[config.mk]
export PLATFORM = sky130hd
export DESIGN_NAME = mem_arbiter_flat
export DESIGN_NICKNAME = d
export VERILOG_FILES = /design/src/rtl/mem_arbiter_if.sv /design/src/rtl/mem_arbiter.sv /design/src/flat_wrapper.sv
export SDC_FILE = /design/constraint.sdc
export NUM_CORES = 1
export LEC_CHECK = 0
export CAP_MARGIN = 20
export CORE_MARGIN = 10
export CORE_UTILIZATION = 25
export DETAILED_ROUTE_END_ITERATION = 6
export GPL_ROUTABILITY_DRIVEN = 0
export SLEW_MARGIN = 25
export SYNTH_ARGS = -nofsm -noshare
export SYNTH_HDL_FRONTEND = slang
export SYNTH_SLANG_ARGS = --single-unit
[constraint.sdc]
create_clock -name clk -period 7.2 [get_ports clk]
set_input_delay 1.44 -clock clk [delete_from_list [all_inputs] [get_ports clk]]
set_output_delay 1.44 -clock clk [all_outputs]
set_load 0.05 [all_outputs]
[src/rtl/mem_arbiter_if.sv]
// ---------------------------------------------------------------------------
// mem_arbiter_if
// Bundles the fetch port, the data port, the pipeline stall line and the
// asynchronous-SRAM pins of mem_arbiter. Signal suffixes are written from the
// arbiter's point of view (_i = into the arbiter, _o = out of it).
//   slave  : the arbiter itself
//   master : the environment (fetch unit, data stage, SRAM device)
// ---------------------------------------------------------------------------
interface mem_arbiter_if;
   // instruction-fetch port
   logic        if_req_i;
   logic [15:0] if_addr_i;
   logic [15:0] if_rdata_o;
   logic        if_ack_o;
   // data-stage port
   logic        mem_rd_i;
   logic        mem_wr_i;
   logic [15:0] mem_addr_i;
   logic [15:0] mem_wdata_i;
   logic [15:0] mem_rdata_o;
   logic        mem_ack_o;
   // pipeline freeze
   logic        stall_o;
   // SRAM pins
   logic [15:0] sram_addr_o;
   logic [15:0] sram_dout_o;
   logic        sram_dq_oe_o;
   logic [15:0] sram_din_i;
   logic        sram_ce_n_o;
   logic        sram_oe_n_o;
   logic        sram_we_n_o;

   modport slave (
      input  if_req_i, if_addr_i,
      input  mem_rd_i, mem_wr_i, mem_addr_i, mem_wdata_i,
      input  sram_din_i,
      output if_rdata_o, if_ack_o,
      output mem_rdata_o, mem_ack_o,
      output stall_o,
      output sram_addr_o, sram_dout_o, sram_dq_oe_o,
      output sram_ce_n_o, sram_oe_n_o, sram_we_n_o
   );

   modport master (
      output if_req_i, if_addr_i,
      output mem_rd_i, mem_wr_i, mem_addr_i, mem_wdata_i,
      output sram_din_i,
      input  if_rdata_o, if_ack_o,
      input  mem_rdata_o, mem_ack_o,
      input  stall_o,
      input  sram_addr_o, sram_dout_o, sram_dq_oe_o,
      input  sram_ce_n_o, sram_oe_n_o, sram_we_n_o
   );
endinterface

[src/rtl/mem_arbiter.sv]
// ---------------------------------------------------------------------------
// mem_arbiter
// Shares one asynchronous 16-bit SRAM between the instruction-fetch port and
// the data-stage port. A single FSM sequences each access; every SRAM pin and
// every ack/rdata output is a register loaded on the state transition, so the
// outputs are glitch-free and depend only on state.
//   clk  : system clock, rising edge
//   rst  : asynchronous active-high reset
//   bus  : mem_arbiter_if.slave (fetch port, data port, stall, SRAM pins)
// Read : IDLE -> RD1 -> RD2 -> DONE -> IDLE   (ack in 3rd cycle after grant)
// Write: IDLE -> WR1 -> WR2 -> WR3 -> DONE -> IDLE (ack in 4th cycle)
// ---------------------------------------------------------------------------
module mem_arbiter (
   input  logic          clk,
   input  logic          rst,
   mem_arbiter_if.slave  bus
);

   typedef enum logic [2:0] {
      IDLE, RD1, RD2, WR1, WR2, WR3, DONE
   } state_t;

   state_t      state_q;
   logic        owner_data_q;   // 1: data port owns the access in flight
   logic        last_data_q;    // 1: most recent grant went to the data port
   logic [15:0] if_rdata_q;
   logic [15:0] mem_rdata_q;
   logic        if_ack_q;
   logic        mem_ack_q;
   logic [15:0] sram_addr_q;
   logic [15:0] sram_dout_q;
   logic        dq_oe_q;
   logic        ce_n_q;
   logic        oe_n_q;
   logic        we_n_q;

   logic        data_req;
   logic        fetch_wins;

   assign data_req = bus.mem_rd_i | bus.mem_wr_i;

   // Data port normally has priority; a pending fetch wins once right after a
   // data grant so a busy data stage cannot starve instruction fetch.
   assign fetch_wins = bus.if_req_i & (last_data_q | ~data_req);

   always_ff @(posedge clk or posedge rst) begin
      if (rst) begin
         state_q      <= IDLE;
         owner_data_q <= 1'b0;
         last_data_q  <= 1'b0;
         if_rdata_q   <= '0;
         mem_rdata_q  <= '0;
         if_ack_q     <= 1'b0;
         mem_ack_q    <= 1'b0;
         sram_addr_q  <= '0;
         sram_dout_q  <= '0;
         dq_oe_q      <= 1'b0;
         ce_n_q       <= 1'b1;
         oe_n_q       <= 1'b1;
         we_n_q       <= 1'b1;
      end else begin
         // NOTE: non-blocking assignments throughout, so every register here
         // sees the pre-edge value of every other register.
         if_ack_q  <= 1'b0;
         mem_ack_q <= 1'b0;
         case (state_q)
            IDLE: begin
               if (fetch_wins) begin
                  state_q      <= RD1;
                  owner_data_q <= 1'b0;
                  last_data_q  <= 1'b0;
                  sram_addr_q  <= bus.if_addr_i;
                  ce_n_q       <= 1'b0;
                  oe_n_q       <= 1'b0;
               end else if (bus.mem_wr_i) begin
                  // mem_rd together with mem_wr lands here: write wins
                  state_q      <= WR1;
                  owner_data_q <= 1'b1;
                  last_data_q  <= 1'b1;
                  sram_addr_q  <= bus.mem_addr_i;
                  sram_dout_q  <= bus.mem_wdata_i;
                  ce_n_q       <= 1'b0;
                  dq_oe_q      <= 1'b1;
               end else if (bus.mem_rd_i) begin
                  state_q      <= RD1;
                  owner_data_q <= 1'b1;
                  last_data_q  <= 1'b1;
                  sram_addr_q  <= bus.mem_addr_i;
                  ce_n_q       <= 1'b0;
                  oe_n_q       <= 1'b0;
               end
            end
            RD1: state_q <= RD2;
            RD2: begin
               // SRAM data has had two cycles to settle; capture on the way out
               state_q <= DONE;
               ce_n_q  <= 1'b1;
               oe_n_q  <= 1'b1;
               if (owner_data_q) begin
                  mem_rdata_q <= bus.sram_din_i;
                  mem_ack_q   <= 1'b1;
               end else begin
                  if_rdata_q  <= bus.sram_din_i;
                  if_ack_q    <= 1'b1;
               end
            end
            WR1: begin
               state_q <= WR2;
               we_n_q  <= 1'b0;
            end
            WR2: begin
               // we_n rises before address/data change: hold time for the SRAM
               state_q <= WR3;
               we_n_q  <= 1'b1;
            end
            WR3: begin
               state_q   <= DONE;
               ce_n_q    <= 1'b1;
               dq_oe_q   <= 1'b0;
               mem_ack_q <= 1'b1;
            end
            DONE: state_q <= IDLE;   // no grant here: the acked request may still be high
            default: state_q <= IDLE;
         endcase
      end
   end

   assign bus.if_rdata_o   = if_rdata_q;
   assign bus.if_ack_o     = if_ack_q;
   assign bus.mem_rdata_o  = mem_rdata_q;
   assign bus.mem_ack_o    = mem_ack_q;
   assign bus.sram_addr_o  = sram_addr_q;
   assign bus.sram_dout_o  = sram_dout_q;
   assign bus.sram_dq_oe_o = dq_oe_q;
   assign bus.sram_ce_n_o  = ce_n_q;
   assign bus.sram_oe_n_o  = oe_n_q;
   assign bus.sram_we_n_o  = we_n_q;

   assign bus.stall_o = (bus.if_req_i & ~if_ack_q) | (data_req & ~mem_ack_q);

endmodule

[src/flat_wrapper.sv]
// flat-port wrapper written by rule: the top's interface ports become plain ports
module mem_arbiter_flat 
  (clk, rst, bus_if_req_i, bus_if_addr_i, bus_mem_rd_i, bus_mem_wr_i, bus_mem_addr_i, bus_mem_wdata_i, bus_sram_din_i, bus_if_rdata_o, bus_if_ack_o, bus_mem_rdata_o, bus_mem_ack_o, bus_stall_o, bus_sram_addr_o, bus_sram_dout_o, bus_sram_dq_oe_o, bus_sram_ce_n_o, bus_sram_oe_n_o, bus_sram_we_n_o);
  mem_arbiter_if bus_i ();
  input  logic clk;
  input  logic rst;
  input wire logic [$bits(bus_i.if_req_i)-1:0] bus_if_req_i;
  input wire logic [$bits(bus_i.if_addr_i)-1:0] bus_if_addr_i;
  input wire logic [$bits(bus_i.mem_rd_i)-1:0] bus_mem_rd_i;
  input wire logic [$bits(bus_i.mem_wr_i)-1:0] bus_mem_wr_i;
  input wire logic [$bits(bus_i.mem_addr_i)-1:0] bus_mem_addr_i;
  input wire logic [$bits(bus_i.mem_wdata_i)-1:0] bus_mem_wdata_i;
  input wire logic [$bits(bus_i.sram_din_i)-1:0] bus_sram_din_i;
  output wire logic [$bits(bus_i.if_rdata_o)-1:0] bus_if_rdata_o;
  output wire logic [$bits(bus_i.if_ack_o)-1:0] bus_if_ack_o;
  output wire logic [$bits(bus_i.mem_rdata_o)-1:0] bus_mem_rdata_o;
  output wire logic [$bits(bus_i.mem_ack_o)-1:0] bus_mem_ack_o;
  output wire logic [$bits(bus_i.stall_o)-1:0] bus_stall_o;
  output wire logic [$bits(bus_i.sram_addr_o)-1:0] bus_sram_addr_o;
  output wire logic [$bits(bus_i.sram_dout_o)-1:0] bus_sram_dout_o;
  output wire logic [$bits(bus_i.sram_dq_oe_o)-1:0] bus_sram_dq_oe_o;
  output wire logic [$bits(bus_i.sram_ce_n_o)-1:0] bus_sram_ce_n_o;
  output wire logic [$bits(bus_i.sram_oe_n_o)-1:0] bus_sram_oe_n_o;
  output wire logic [$bits(bus_i.sram_we_n_o)-1:0] bus_sram_we_n_o;
  assign bus_i.if_req_i = bus_if_req_i;
  assign bus_i.if_addr_i = bus_if_addr_i;
  assign bus_i.mem_rd_i = bus_mem_rd_i;
  assign bus_i.mem_wr_i = bus_mem_wr_i;
  assign bus_i.mem_addr_i = bus_mem_addr_i;
  assign bus_i.mem_wdata_i = bus_mem_wdata_i;
  assign bus_i.sram_din_i = bus_sram_din_i;
  assign bus_if_rdata_o = bus_i.if_rdata_o;
  assign bus_if_ack_o = bus_i.if_ack_o;
  assign bus_mem_rdata_o = bus_i.mem_rdata_o;
  assign bus_mem_ack_o = bus_i.mem_ack_o;
  assign bus_stall_o = bus_i.stall_o;
  assign bus_sram_addr_o = bus_i.sram_addr_o;
  assign bus_sram_dout_o = bus_i.sram_dout_o;
  assign bus_sram_dq_oe_o = bus_i.sram_dq_oe_o;
  assign bus_sram_ce_n_o = bus_i.sram_ce_n_o;
  assign bus_sram_oe_n_o = bus_i.sram_oe_n_o;
  assign bus_sram_we_n_o = bus_i.sram_we_n_o;
  mem_arbiter u_core (.clk(clk), .rst(rst), .bus(bus_i));
endmodule
After elaboration in Yosys (flattened, before gate mapping)
Index checks and enable logic that the tools add are counted.
Word-level totals
  bits in latches: 0
  logic and storage cells: 72
  RAM bits: 0
  register bits: 74
  output and inout port bits: 71
  ROM bits: 0
  memories: 0
  bits of input ports: 69
Operators by class
  bitwise gates (word level): 11
  reduce and logical (&&, ||, !) cells: 14
  muxes and demuxes: 25
  add/subtract/negate cells: 0
  shift-type cells: 0
  eq/ne operators: 10
  multipliers: 0
  $lt $le $gt $ge: 0
  divide/modulo/power cells: 0
Operators by type and width (number)
  $mux W16: 3
  $pmux W3 S5: 1
  $mux W1: 13
  $pmux W1 S2: 5
  $mux W3: 3
  $reduce_and A3 Y1: 3
  $reduce_and A2 Y1: 4
  $reduce_bool A2 Y1: 4
  $eq A3 B2 Y1 const B: 2
  $eq A3 B3 Y1 const B: 2
  $ne A3 B2 Y1 const B: 2
  $not A1 Y1: 5
  $ne A2 B2 Y1 const B: 2
  $ne A4 B3 Y1 const B: 1
  $and A1 B1 Y1: 3
  $eq A3 B1 Y1 const B: 1
  $logic_not A3 Y1: 1
  $or A1 B1 Y1: 3
  $reduce_bool A3 Y1: 1
  $reduce_or A2 Y1: 1

Logic depth before layout (Yosys ltp)
Gate-level depths: netlist (run 1).
  word-level depth: 6
  mapped depth: 6

Worst setup path before layout (run 1)
OpenSTA, ideal clock, no wires.
  path kind: input port to output port
  from: input bus_if_req_i
  to: output bus_stall_o
  arrival time: 2.825 ns
  stages: 4
  path slack: 2.935 ns
  path buffers: 2
  path through: clkbuf_1 > inv_1 > clkbuf_1 > o22ai_1
Between the ends
  cells in the longest elaborated chain, start to end: 2
Ends and longest elaborated chain
  start, declared: RTL line flat_wrapper.sv:7  | input wire logic [$bits(bus_i.if_req_i)-1:0] bus_if_req_i;
  $and A1 B1 Y1: RTL line mem_arbiter.sv:139  | assign bus.stall_o = (bus.if_req_i & ~if_ack_q) | (data_req & ~mem_ack_q);
  $or A1 B1 Y1: RTL line mem_arbiter.sv:139
  end, declared: RTL line flat_wrapper.sv:18  | output wire logic [$bits(bus_i.stall_o)-1:0] bus_stall_o;
No other way between the ends.

Final worst setup path (run 1)
Ends and elaborated chain as after synthesis.

==> results of run 1 <==
through the flow:
stage	cells	total power (uW)	util
2_1_floorplan	245	1864	-
3_3_place_gp	542	2386	0.3749
3_5_place_dp	542	2407	0.3752
4_1_cts	558	2869	0.3993
5_1_grt	558	2983	0.3996
6_report	558	2826	0.3996
flip-flops by register name, summed over array words and instances, names as in the netlist:
register,count
u_core.bus.if_rdata_o,16
u_core.bus.mem_rdata_o,16
u_core.bus.sram_addr_o,16
u_core.bus.sram_dout_o,16
u_core.state_q,3
u_core.bus.if_ack_o,1
u_core.bus.mem_ack_o,1
u_core.bus.sram_ce_n_o,1
u_core.bus.sram_dq_oe_o,1
u_core.bus.sram_oe_n_o,1
u_core.bus.sram_we_n_o,1
u_core.last_data_q,1
logic make-up after synthesis:
family / count (synthesis)
AOI/OAI and AO/OA: 66
adders and majority gates: 1
buffers and inverters: 22
DFF: 74
muxes: 48
and+or+nand+nor: 34
cells in the final DEF, fill, tap and decap left out:
cell type and n:
sky130_fd_sc_hd__clkdlybuf4s50_1 139, sky130_fd_sc_hd__dfrtp_1 71, sky130_fd_sc_hd__mux2_2 30, sky130_fd_sc_hd__o21ai_0 21, sky130_fd_sc_hd__a21oi_1 19, sky130_fd_sc_hd__mux2_4 18
sky130_fd_sc_hd__nand3_1 18, sky130_fd_sc_hd__a31oi_1 17, sky130_fd_sc_hd__clkbuf_16 9, sky130_fd_sc_hd__nor2_1 5, sky130_fd_sc_hd__clkbuf_8 5, sky130_fd_sc_hd__inv_1 4
sky130_fd_sc_hd__dfstp_2 3, sky130_fd_sc_hd__nor2_8 2, sky130_fd_sc_hd__o22ai_1 2, sky130_fd_sc_hd__clkinv_2 2, sky130_fd_sc_hd__a21boi_0 2, sky130_fd_sc_hd__buf_4 2
sky130_fd_sc_hd__or3b_1 1, sky130_fd_sc_hd__o21ba_2 1, sky130_fd_sc_hd__or3_1 1, sky130_fd_sc_hd__nor3_2 1, sky130_fd_sc_hd__and2_1 1, sky130_fd_sc_hd__o21bai_2 1
sky130_fd_sc_hd__and2b_1 1, sky130_fd_sc_hd__a21o_2 1, sky130_fd_sc_hd__nand2_2 1, sky130_fd_sc_hd__nor4_1 1, sky130_fd_sc_hd__nor3_1 1, sky130_fd_sc_hd__a221oi_1 1
sky130_fd_sc_hd__o221ai_1 1, sky130_fd_sc_hd__nand2_1 1, sky130_fd_sc_hd__ha_1 1, sky130_fd_sc_hd__clkbuf_1 1, sky130_fd_sc_hd__buf_6 1
metal layers:
| metal | GRT usage | part of all wire |
|---|---|---|
| met1 | 0.1313 | 0.42 |
| met5 | 0 | 0 |
| met4 | 0.05562 | 0.026 |
| met2 | 0.1718 | 0.47 |
| met3 | 0.04996 | 0.086 |
cell usage after synthesis, types with 2 or more instances:
cell and instances:
sky130_fd_sc_hd__a21boi_0 2, sky130_fd_sc_hd__inv_1 5, sky130_fd_sc_hd__dfrtp_1 71, sky130_fd_sc_hd__o21ai_0 21, sky130_fd_sc_hd__a21oi_1 19, sky130_fd_sc_hd__mux2_4 18
sky130_fd_sc_hd__buf_2 8, sky130_fd_sc_hd__buf_12 2, sky130_fd_sc_hd__nor3_1 2, sky130_fd_sc_hd__dfstp_2 3, sky130_fd_sc_hd__nor2_1 5, sky130_fd_sc_hd__a31oi_1 17
sky130_fd_sc_hd__nor2_8 2, sky130_fd_sc_hd__clkbuf_1 6, sky130_fd_sc_hd__nand3_1 18, sky130_fd_sc_hd__o22ai_1 2, sky130_fd_sc_hd__mux2_2 30
path summary, 6_finish.rpt:
kind	start	endpoint	slack, ns	cells past startpoint
worst max register to register	u_core.state_q[2]$_DFFE_PP0P_	u_core.bus.mem_rdata_o[12]$_DFFE_PP0P_	5.20	3
worst max-delay path	bus_if_req_i	bus_stall_o	2.27	5
worst min-delay path	u_core.bus.sram_dout_o[7]$_DFFE_PP0P_	u_core.bus.sram_dout_o[7]$_DFFE_PP0P_	0.50	1
worst min register to register	u_core.bus.sram_dout_o[7]$_DFFE_PP0P_	u_core.bus.sram_dout_o[7]$_DFFE_PP0P_	0.50	1
max in group asynchronous	rst	u_core.bus.if_ack_o$_DFF_PP0_	5.11	3
min in group asynchronous	rst	u_core.bus.sram_dout_o[2]$_DFFE_PP0P_	1.61	3
layout make-up:
class                   count  area share
well taps                 172     0.04285
inverters                   5    0.003986
repair buffers            142      0.2823
clock inverters             1   0.0009965
flip-flops and latches     74      0.3695
clock buffers              15     0.05929
multi-input cells         149      0.2412
report_power, final:
part / internal [uW] / switching [uW] / leakage, uW
logic: 601 / 1010 / 0.00104
registers: 633 / 134 / 0.000870
clock network: 280 / 165 / 0.000152
worst max-delay path, cell delays in order:
cell and delay [ns]:
sky130_fd_sc_hd__clkdlybuf4s50_1 0.46, sky130_fd_sc_hd__buf_4 0.24, sky130_fd_sc_hd__inv_1 0.27, sky130_fd_sc_hd__o22ai_1 0.24
sky130_fd_sc_hd__clkdlybuf4s50_1 0.83
==> impl_metrics.sql, run 1 <==
INSERT INTO impl_metrics (metric_group, metric, value, unit) VALUES
('logic_synthesis', 'yosysSeqAreaShare', '0.5816', ''),
('route', 'drt_wl_total', '9659', 'um'),
('logic_synthesis', 'synth_flop_cell', 'sky130_fd_sc_hd__dfrtp_1', ''),
('final_layout', 'fillerInstances', '1253', ''),
('final_layout', 'register_area', '1856', 'sq um'),
('clocking', 'cts_buffer_depth', '2', ''),
('floorplan', 'io-pin-count', '140', ''),
('route', 'drt-wirelength-per-cell', '17.31', 'um'),
('route', 'dr_total_vias', '2533', ''),
('global_routing', 'grt_overflow_total', '0', ''),
('power', 'total_leakage_power', '0.002058', 'uW'),
('floorplan', 'design.die.area', '17680', 'sq um'),
('logic_synthesis', 'synth_top_area_share', '0.5569', ''),
('logic_synthesis', 'synthesis.area_per_instance', '13.02', 'sq um'),
('clocking', 'clk-insertion-delay-late', '0.33', 'ns'),
('critical_path', 'timing.critical_path.arrival', '3.49', 'ns'),
('logic_synthesis', 'synth_xor_xnor_area_share', '0', ''),
('logic_synthesis', 'synth-edff-count', '0', ''),
('status', 'status', 'completed', ''),
('timing', 'headroom_to_the_max_slew_limit', '0.5247', ''),
('floorplan', 'std_cell_rows', '41', ''),
('placement', 'dpl.hpwl', '7018', 'um'),
('logic_synthesis', 'synthSimpleGateAreaFrac', '0.06392', ''),
('placement', 'portBuffers', '139', ''),
('timing', 'finalWorstPathRequiredPeriod', '4.926', 'ns'),
('logic_synthesis', 'syn_area', '3191', 'sq um'),
('placement', 'placed_cell_area', '4716', 'sq um'),
('critical_path', 'setup.worst_path.class', 'input pin to output port', ''),
('global_routing', 'grt_pass1_wl', '15660', 'um'),
('timing', 'finalHoldViolCount', '0', ''),
('clocking', 'numCtsBuffers', '9', ''),
('route', 'drc_errors', '0', ''),
('timing', 'fin_ws', '2.274', 'ns'),
('floorplan', 'placeableCoreArea', '12570', 'sq um'),
('placement', 'pre_cts_ws', '2.277', 'ns'),
('final_layout', 'finalInstanceArea', '5022', 'sq um'),
('logic_synthesis', 'postSynth.asyncResetShare', '1.000', ''),
('global_routing', 'grt.total_usage', '0.1125', ''),
('floorplan', 'initial_cell_density_of_the_core', '0.2539', ''),
('final_layout', 'area_growth', '57.41', '%'),
('route', 'dr_iter_0_viols', '112', ''),
('final_layout', 'finish.net_count', '451', ''),
('timing', 'final.setup.tns', '0', 'ns'),
('floorplan', 'die-height', '133.0', 'um'),
('timing', 'setup_viol', '0', ''),
('worst_hold_path', 'hold_path.class', 'flip-flop to flip-flop', ''),
('power', 'pwr_density_cell', '562.8', 'nW/um^2'),
('final_layout', 'multi_input_area', '1211', 'sq um'),
('timing', 'worst_pin_slew', '0.7125', 'ns'),
('timing', 'fmax', '203.0', 'MHz'),
('clocking', 'cts_setup_buffers', '0', ''),
('clocking', 'post_cts_resize_count', '0', ''),
('logic_synthesis', 'synth_top_area_cell', 'sky130_fd_sc_hd__dfrtp_1', ''),
('clocking', 'cell_chosen_for_the_clock_root', 'sky130_fd_sc_hd__clkbuf_16', ''),
('route', 'dr.pass1.iters', '4', ''),
('job', 'drv.max_cap_violation_count', '0', ''),
('logic_synthesis', 'post_synth_num_cell_types', '31', ''),
('power', 'worst_ir_drop_vdd', '241.0', 'uV'),
('critical_path', 'end_kind', 'output port', ''),
('timing', 'final_max_slew_viol_count', '0', ''),
('logic_synthesis', 'yosys-mux-area-fraction', '0.1906', ''),
('logic_synthesis', 'synth_seq_cells', '74', ''),
('critical_path', 'required', '5.76', 'ns'),
('critical_path', 'startpoint_type', 'input pin', ''),
('route', 'vias_per_cell', '4.539', ''),
('critical_path', 'timing.critical_path.fanout_max', '21', ''),
('clocking', 'clkSinkCount', '74', ''),
('logic_synthesis', 'yosys.area_share.adder', '0.003922', ''),
('route', 'drtAntennaViolNets', '0', ''),
('clocking', 'cts.clk_slew.worst_paths', '0.05', 'ns'),
('floorplan', 'chipWidth', '133.0', 'um');
No activity file was read; power rests on OpenSTA's default activity.
==> inputs of run 2 (changes only) <==
Clock period 7.2 ns to 4.3 ns, I/O delays scaled along.
==> run 2 against run 1 <==
- non-clock buffer count up 1
- clock-buffer cell count unchanged
- via count down 0.95%
- critical path depth down 1
- largest power group unchanged
==> impl_metrics.sql, run 2 (synthesis gave the netlist of run 1 again) <==
INSERT INTO impl_metrics (metric_group, metric, value, unit) VALUES
('status', 'status', 'completed', ''),
('power', 'p_int', '2477', 'uW'),
('timing', 'worst_pin_slew', '0.8899', 'ns'),
('final_layout', 'finish.net_count', '452', ''),
('global_routing', 'grt_util_met1', '0.1232', ''),
('timing', 'final_max_slew_viol_count', '0', ''),
('floorplan', 'design.die.area', '17680', 'sq um'),
('floorplan', 'die-height', '133.0', 'um'),
('timing', 'fmax', '294.8', 'MHz'),
('clocking', 'clk-insertion-delay-late', '0.33', 'ns'),
('final_layout', 'leading_cell_types_in_the_layout_fill_and_taps_excluded', 'sky130_fd_sc_hd__clkdlybuf4s50_1, sky130_fd_sc_hd__dfrtp_1, sky130_fd_sc_hd__mux2_2', ''),
('route', 'dr_total_vias', '2509', ''),
('route', 'drc_errors', '0', ''),
('critical_path', 'setup.worst_path.class', 'input pin to output port', ''),
('final_layout', 'insertedDiodeCount', '0', ''),
('floorplan', 'std_cell_rows', '41', ''),
('critical_path', 'required', '3.44', 'ns'),
('timing', 'setup_viol', '0', ''),
('route', 'dr.pass1.iters', '4', ''),
('route', 'drt_wl_total', '9494', 'um'),
('power', 'p_comb_frac', '0.579', ''),
('global_routing', 'grt_pass1_vias', '2742', ''),
('global_routing', 'grt.met3_usage', '0.04769', ''),
('clocking', 'cell_chosen_for_the_clock_root', 'sky130_fd_sc_hd__clkbuf_16', ''),
('global_routing', 'grt.total_usage', '0.1080', ''),
('global_routing', 'grt_antenna_before_repair', '0', ''),
('final_layout', 'mostFrequentLayoutCell', 'sky130_fd_sc_hd__clkdlybuf4s50_1', ''),
('critical_path', 'startpoint_type', 'input pin', ''),
('timing', 'final.setup.tns', '0', 'ns'),
('clocking', 'ctsHoldBuffers', '0', ''),
('route', 'drt-wirelength-per-cell', '17.01', 'um'),
('route', 'vias_per_cell', '4.496', ''),
('critical_path', 'end_kind', 'output port', ''),
('global_routing', 'grt_overflow_total', '0', ''),
('timing', 'grt_setup_unrepaired', 'false', ''),
('power', 'pwr_density_cell', '934.5', 'nW/um^2'),
('clocking', 'cts_buffer_depth', '2', ''),
('final_layout', 'fillerInstances', '1237', ''),
('final_layout', 'area_growth', '56.31', '%'),
('clocking', 'numCtsBuffers', '9', ''),
('global_routing', 'grt-busiest-layer', 'met2', ''),
('clocking', 'cts_setup_buffers', '0', ''),
('timing', 'headroom_to_the_max_slew_limit', '0.4067', ''),
('floorplan', 'placeableCoreArea', '12570', 'sq um'),
('clocking', 'clkSinkCount', '74', ''),
('global_routing', 'grt_pass1_wl', '15170', 'um'),
('power', 'seq_power_share', '0.276', ''),
('floorplan', 'chipWidth', '133.0', 'um'),
('worst_hold_path', 'hold_path.class', 'flip-flop to flip-flop', ''),
('clocking', 'cts.clk_slew.worst_paths', '0.05', 'ns'),
('placement', 'portBuffers', '139', ''),
('critical_path', 'timing.critical_path.fanout_max', '18', ''),
('timing', 'finalWorstPathRequiredPeriod', '3.392', 'ns'),
('power', 'power.switching', '2184', 'uW'),
('final_layout', 'share_of_layout_cells_above_drive_strength_1', '0.1891', ''),
('timing', 'finalHoldViolCount', '0', ''),
('global_routing', 'grt_max_degree', '50', ''),
('power', 'pwr-share-clk', '0.145', ''),
('timing', 'finClkSkew', '0.006338', 'ns'),
('route', 'drtAntennaViolNets', '0', ''),
('global_routing', 'grt_util_met2', '0.1718', ''),
('critical_path', 'timing.critical_path.arrival', '2.53', 'ns'),
('route', 'dr_iter_0_viols', '129', ''),
('floorplan', 'io-pin-count', '140', ''),
('clocking', 'htree_num_levels', '3', ''),
('placement', 'dpl.hpwl', '6931', 'um'),
('floorplan', 'initial_cell_density_of_the_core', '0.2539', ''),
('clocking', 'post_cts_resize_count', '0', ''),
('power', 'netSwitchingFraction', '0.4686', ''),
('timing', 'period_share', '0.7888', ''),
('power', 'worst_ir_drop_vdd', '409.6', 'uV'),
('clocking', 'cts_tree', 'yes', ''),
('power', 'total_leakage_power', '0.002039', 'uW'),
('timing', 'hold_ws', '0.4998', 'ns'),
('job', 'drv.max_cap_violation_count', '0', '');
==> run 2: area by class of cell <==
class | count | area (sq um) | share of cell area
inverters | 5 | 20.02 | 0.004014
repair buffers | 143 | 1431 | 0.2870
well taps | 172 | 215.2 | 0.04315
flip-flops and latches | 74 | 1856 | 0.3721
multi-input cells | 149 | 1207 | 0.2421
clock buffers | 15 | 257.7 | 0.05168
==> run 2: path summary, 6_finish.rpt <==
check	from	to	slack [ns]	cells past startpoint
setup / recovery	bus_if_req_i	bus_stall_o	0.91	4
hold / removal	u_core.bus.sram_dout_o[12]$_DFFE_PP0P_	u_core.bus.sram_dout_o[12]$_DFFE_PP0P_	0.50	1
setup reg to reg	u_core.state_q[2]$_DFFE_PP0P_	u_core.bus.mem_rdata_o[10]$_DFFE_PP0P_	2.30	3
hold reg to reg	u_core.bus.sram_dout_o[12]$_DFFE_PP0P_	u_core.bus.sram_dout_o[12]$_DFFE_PP0P_	0.50	1
max in group asynchronous	rst	u_core.bus.if_rdata_o[11]$_DFFE_PP0P_	2.41	3
min in group asynchronous	rst	u_core.bus.sram_dout_o[14]$_DFFE_PP0P_	1.00	2
==> run 2: routing by layer <==
layer | wire length, um | share of wire
met4 | 186 | 0.020
met3 | 864 | 0.091
met5 | 0 | 0
met1 | 3923 | 0.41
met2 | 4519 | 0.48
==> run 2: stage by stage <==
step                power (uW)  utilization  instances  instance area [sq um]  worst slack [ns]
floorplan                 3121            -        245                   3191             1.195
global placement          3998       0.3763        543                   4730            0.9355
detailed placement        4024       0.3763        543                   4730            0.8996
CTS                       4734       0.3968        558                   4987            0.8933
global route              4909       0.3968        558                   4987            0.7534
finish                    4661       0.3968        558                   4987            0.9083
==> run 2: power groups by stage <==
stage / Clock (uW) / Combinational (uW) / Sequential, uW
2_1_floorplan: 0 / 724 / 2400
3_3_place_gp: 0 / 2720 / 1280
3_5_place_dp: 0 / 2740 / 1290
4_1_cts: 707 / 2740 / 1290
5_1_grt: 734 / 2840 / 1330
6_report: 678 / 2700 / 1290
==> run 2: critical path, cell delays in order <==
cell	delay (ns)
sky130_fd_sc_hd__clkdlybuf4s50_1	0.76
sky130_fd_sc_hd__inv_1	0.37
sky130_fd_sc_hd__o22ai_1	0.36
sky130_fd_sc_hd__buf_12	0.18
==> inputs of run 3 (changes only) <==
Clock period 4.3 ns to 3.4 ns, I/O delays scaled along.
==> run 3 against run 2 <==
- clock-buffer cell count shrank 1
- cell area grew 0.38%
- combinational power grew 27%
- largest cell class unchanged
==> impl_metrics.sql, run 3 (synthesis gave the netlist of run 1 again) <==
INSERT INTO impl_metrics (metric_group, metric, value, unit) VALUES
('floorplan', 'io-pin-count', '140', ''),
('critical_path', 'end_kind', 'output port', ''),
('floorplan', 'die-height', '133.0', 'um'),
('power', 'seq_power_share', '0.276', ''),
('placement', 'dpl.hpwl', '7222', 'um'),
('power', 'worst_ir_drop_vdd', '550.8', 'uV'),
('route', 'drt_wl_total', '9899', 'um'),
('worst_hold_path', 'hold_path.class', 'flip-flop to flip-flop', ''),
('final_layout', 'finish.net_count', '455', ''),
('global_routing', 'grt_antenna_before_repair', '0', ''),
('clocking', 'cts.clk_slew.worst_paths', '0.05', 'ns'),
('timing', 'finalHoldViolCount', '0', ''),
('route', 'drtAntennaViolNets', '0', ''),
('placement', 'placed_cell_area', '4752', 'sq um'),
('floorplan', 'std_cell_rows', '41', ''),
('route', 'drc_errors', '0', ''),
('timing', 'fin_ws', '0.9451', 'ns'),
('route', 'vias_per_cell', '4.523', ''),
('placement', 'portBuffers', '139', ''),
('clocking', 'cts_buffer_depth', '2', ''),
('critical_path', 'startpoint_type', 'input pin', ''),
('clocking', 'clk-insertion-delay-late', '0.32', 'ns'),
('clocking', 'clkSinkCount', '74', ''),
('placement', 'pre_cts_ws', '0.8722', 'ns'),
('floorplan', 'chipWidth', '133.0', 'um'),
('timing', 'final.setup.tns', '0', 'ns'),
('power', 'p_comb_frac', '0.580', ''),
('clocking', 'cts_setup_buffers', '0', ''),
('final_layout', 'leading_cell_types_in_the_layout_fill_and_taps_excluded', 'sky130_fd_sc_hd__clkdlybuf4s50_1, sky130_fd_sc_hd__dfrtp_1, sky130_fd_sc_hd__mux2_2', ''),
('clocking', 'cell_chosen_for_the_clock_root', 'sky130_fd_sc_hd__clkbuf_16', ''),
('status', 'status', 'completed', ''),
('timing', 'finClkSkew', '0.004101', 'ns'),
('timing', 'grt_setup_unrepaired', 'false', ''),
('floorplan', 'placeableCoreArea', '12570', 'sq um'),
('critical_path', 'setup.worst_path.class', 'input pin to output port', ''),
('critical_path', 'timing.critical_path.fanout_max', '7', ''),
('clocking', 'cts_tree', 'yes', ''),
('clocking', 'htree_num_levels', '3', ''),
('final_layout', 'fillerInstances', '1228', ''),
('clocking', 'ctsHoldBuffers', '0', ''),
('job', 'drv.max_cap_violation_count', '0', ''),
('power', 'power.switching', '2780', 'uW'),
('critical_path', 'timing.critical_path.arrival', '1.77', 'ns'),
('route', 'dr_total_vias', '2533', ''),
('final_layout', 'mostFrequentLayoutCell', 'sky130_fd_sc_hd__clkdlybuf4s50_1', ''),
('critical_path', 'critical_path.cell_chain', 'clkdlybuf4s50_1 > nor2_1 > o22ai_1 > buf_12', ''),
('timing', 'worst_pin_slew', '0.6850', 'ns'),
('critical_path', 'worst_path_max_delay_cell', 'sky130_fd_sc_hd__clkdlybuf4s50_1', ''),
('timing', 'finalWorstPathRequiredPeriod', '2.455', 'ns'),
('critical_path', 'crit_path_max_incr_delay', '0.61', 'ns'),
('final_layout', 'area_growth', '56.90', '%'),
('route', 'dr_iter_0_viols', '127', ''),
('power', 'pwr-share-clk', '0.143', ''),
('route', 'dr.pass1.iters', '4', ''),
('floorplan', 'initial_cell_density_of_the_core', '0.2539', ''),
('power', 'p_int', '3131', 'uW'),
('final_layout', 'share_of_layout_cells_above_drive_strength_1', '0.1959', ''),
('power', 'pwr_density_cell', '1181', 'nW/um^2'),
('power', 'netSwitchingFraction', '0.4703', ''),
('timing', 'headroom_to_the_max_slew_limit', '0.5428', ''),
('clocking', 'post_cts_resize_count', '0', ''),
('timing', 'fmax', '407.4', 'MHz'),
('timing', 'final_max_slew_viol_count', '0', ''),
('global_routing', 'grt_pass1_vias', '2861', ''),
('route', 'drt-wirelength-per-cell', '17.68', 'um'),
('critical_path', 'cpLargestDelayFamily', 'buffers and inverters', ''),
('final_layout', 'insertedDiodeCount', '0', ''),
('floorplan', 'design.die.area', '17680', 'sq um'),
('critical_path', 'timing.critical_path.buf_inv', '2', ''),
('final_layout', 'finalInstanceArea', '5006', 'sq um'),
('global_routing', 'grt.total_usage', '0.1124', ''),
('global_routing', 'grt_pass1_wl', '15930', 'um'),
('critical_path', 'required', '2.72', 'ns'),
('power', 'total_leakage_power', '0.002052', 'uW'),
('global_routing', 'grt_overflow_total', '0', ''),
('clocking', 'numCtsBuffers', '9', ''),
('global_routing', 'grt_max_degree', '40', ''),
('timing', 'setup_viol', '0', ''),
('timing', 'period_share', '0.7220', '');
==> run 3: cell count changes in the layout (fill, tap and decap cells not counted) <==
cell,before,now
sky130_fd_sc_hd__buf_4,4,7
sky130_fd_sc_hd__clkbuf_1,5,4
==> run 3: cell type report <==
type	instances	area, sq um	share of cell area
Timing Repair Buffer	146	1454	0.2904
Multi-Input combinational cell	149	1207	0.2412
Sequential cell	74	1856	0.3707
Clock buffer	14	254.0	0.05074
Tap cell	172	215.2	0.04299
Inverter	5	20.02	0.003999
==> run 3: worst paths after layout <==
path / startpoint / cells past startpoint / endpoint / slack [ns]
setup / recovery: bus_mem_wr_i / 4 / bus_stall_o / 0.95
hold / removal: u_core.bus.mem_rdata_o[11]$_DFFE_PP0P_ / 1 / u_core.bus.mem_rdata_o[11]$_DFFE_PP0P_ / 0.50
setup reg to reg: u_core.state_q[2]$_DFFE_PP0P_ / 4 / u_core.bus.sram_addr_o[2]$_DFFE_PP0P_ / 1.35
hold reg to reg: u_core.bus.mem_rdata_o[11]$_DFFE_PP0P_ / 1 / u_core.bus.mem_rdata_o[11]$_DFFE_PP0P_ / 0.50
max in group asynchronous: rst / 3 / u_core.bus.mem_rdata_o[7]$_DFFE_PP0P_ / 1.93
min in group asynchronous: rst / 2 / u_core.bus.mem_rdata_o[11]$_DFFE_PP0P_ / 0.76
==> run 3: stage by stage <==
stage,util,total power [uW],instances,hold slack (ns)
after floorplan,-,3947,245,0.5315
after global placement,0.3781,5067,546,0.4882
after detailed placement,0.3781,5115,546,0.4912
after CTS,0.3983,6006,560,0.5072
after global routing,0.3983,6231,560,0.5241
final,0.3983,5910,560,0.5025
==> run 3: power groups by stage <==
stage	sequential (uW)	combinational, uW	clock, uW
finish	1630	3430	847
floorplan	3030	916	0
global placement	1620	3450	0
global route	1700	3610	928
detailed placement	1640	3480	0
CTS	1640	3480	888
==> run 3: routing by layer <==
metal	vias up	track usage	wire length, um
met5	-	0	0
met4	0	0.03117	87
met3	8	0.04693	812
met2	108	0.1873	4953
met1	1250	0.1291	4046
li1	1167	-	-
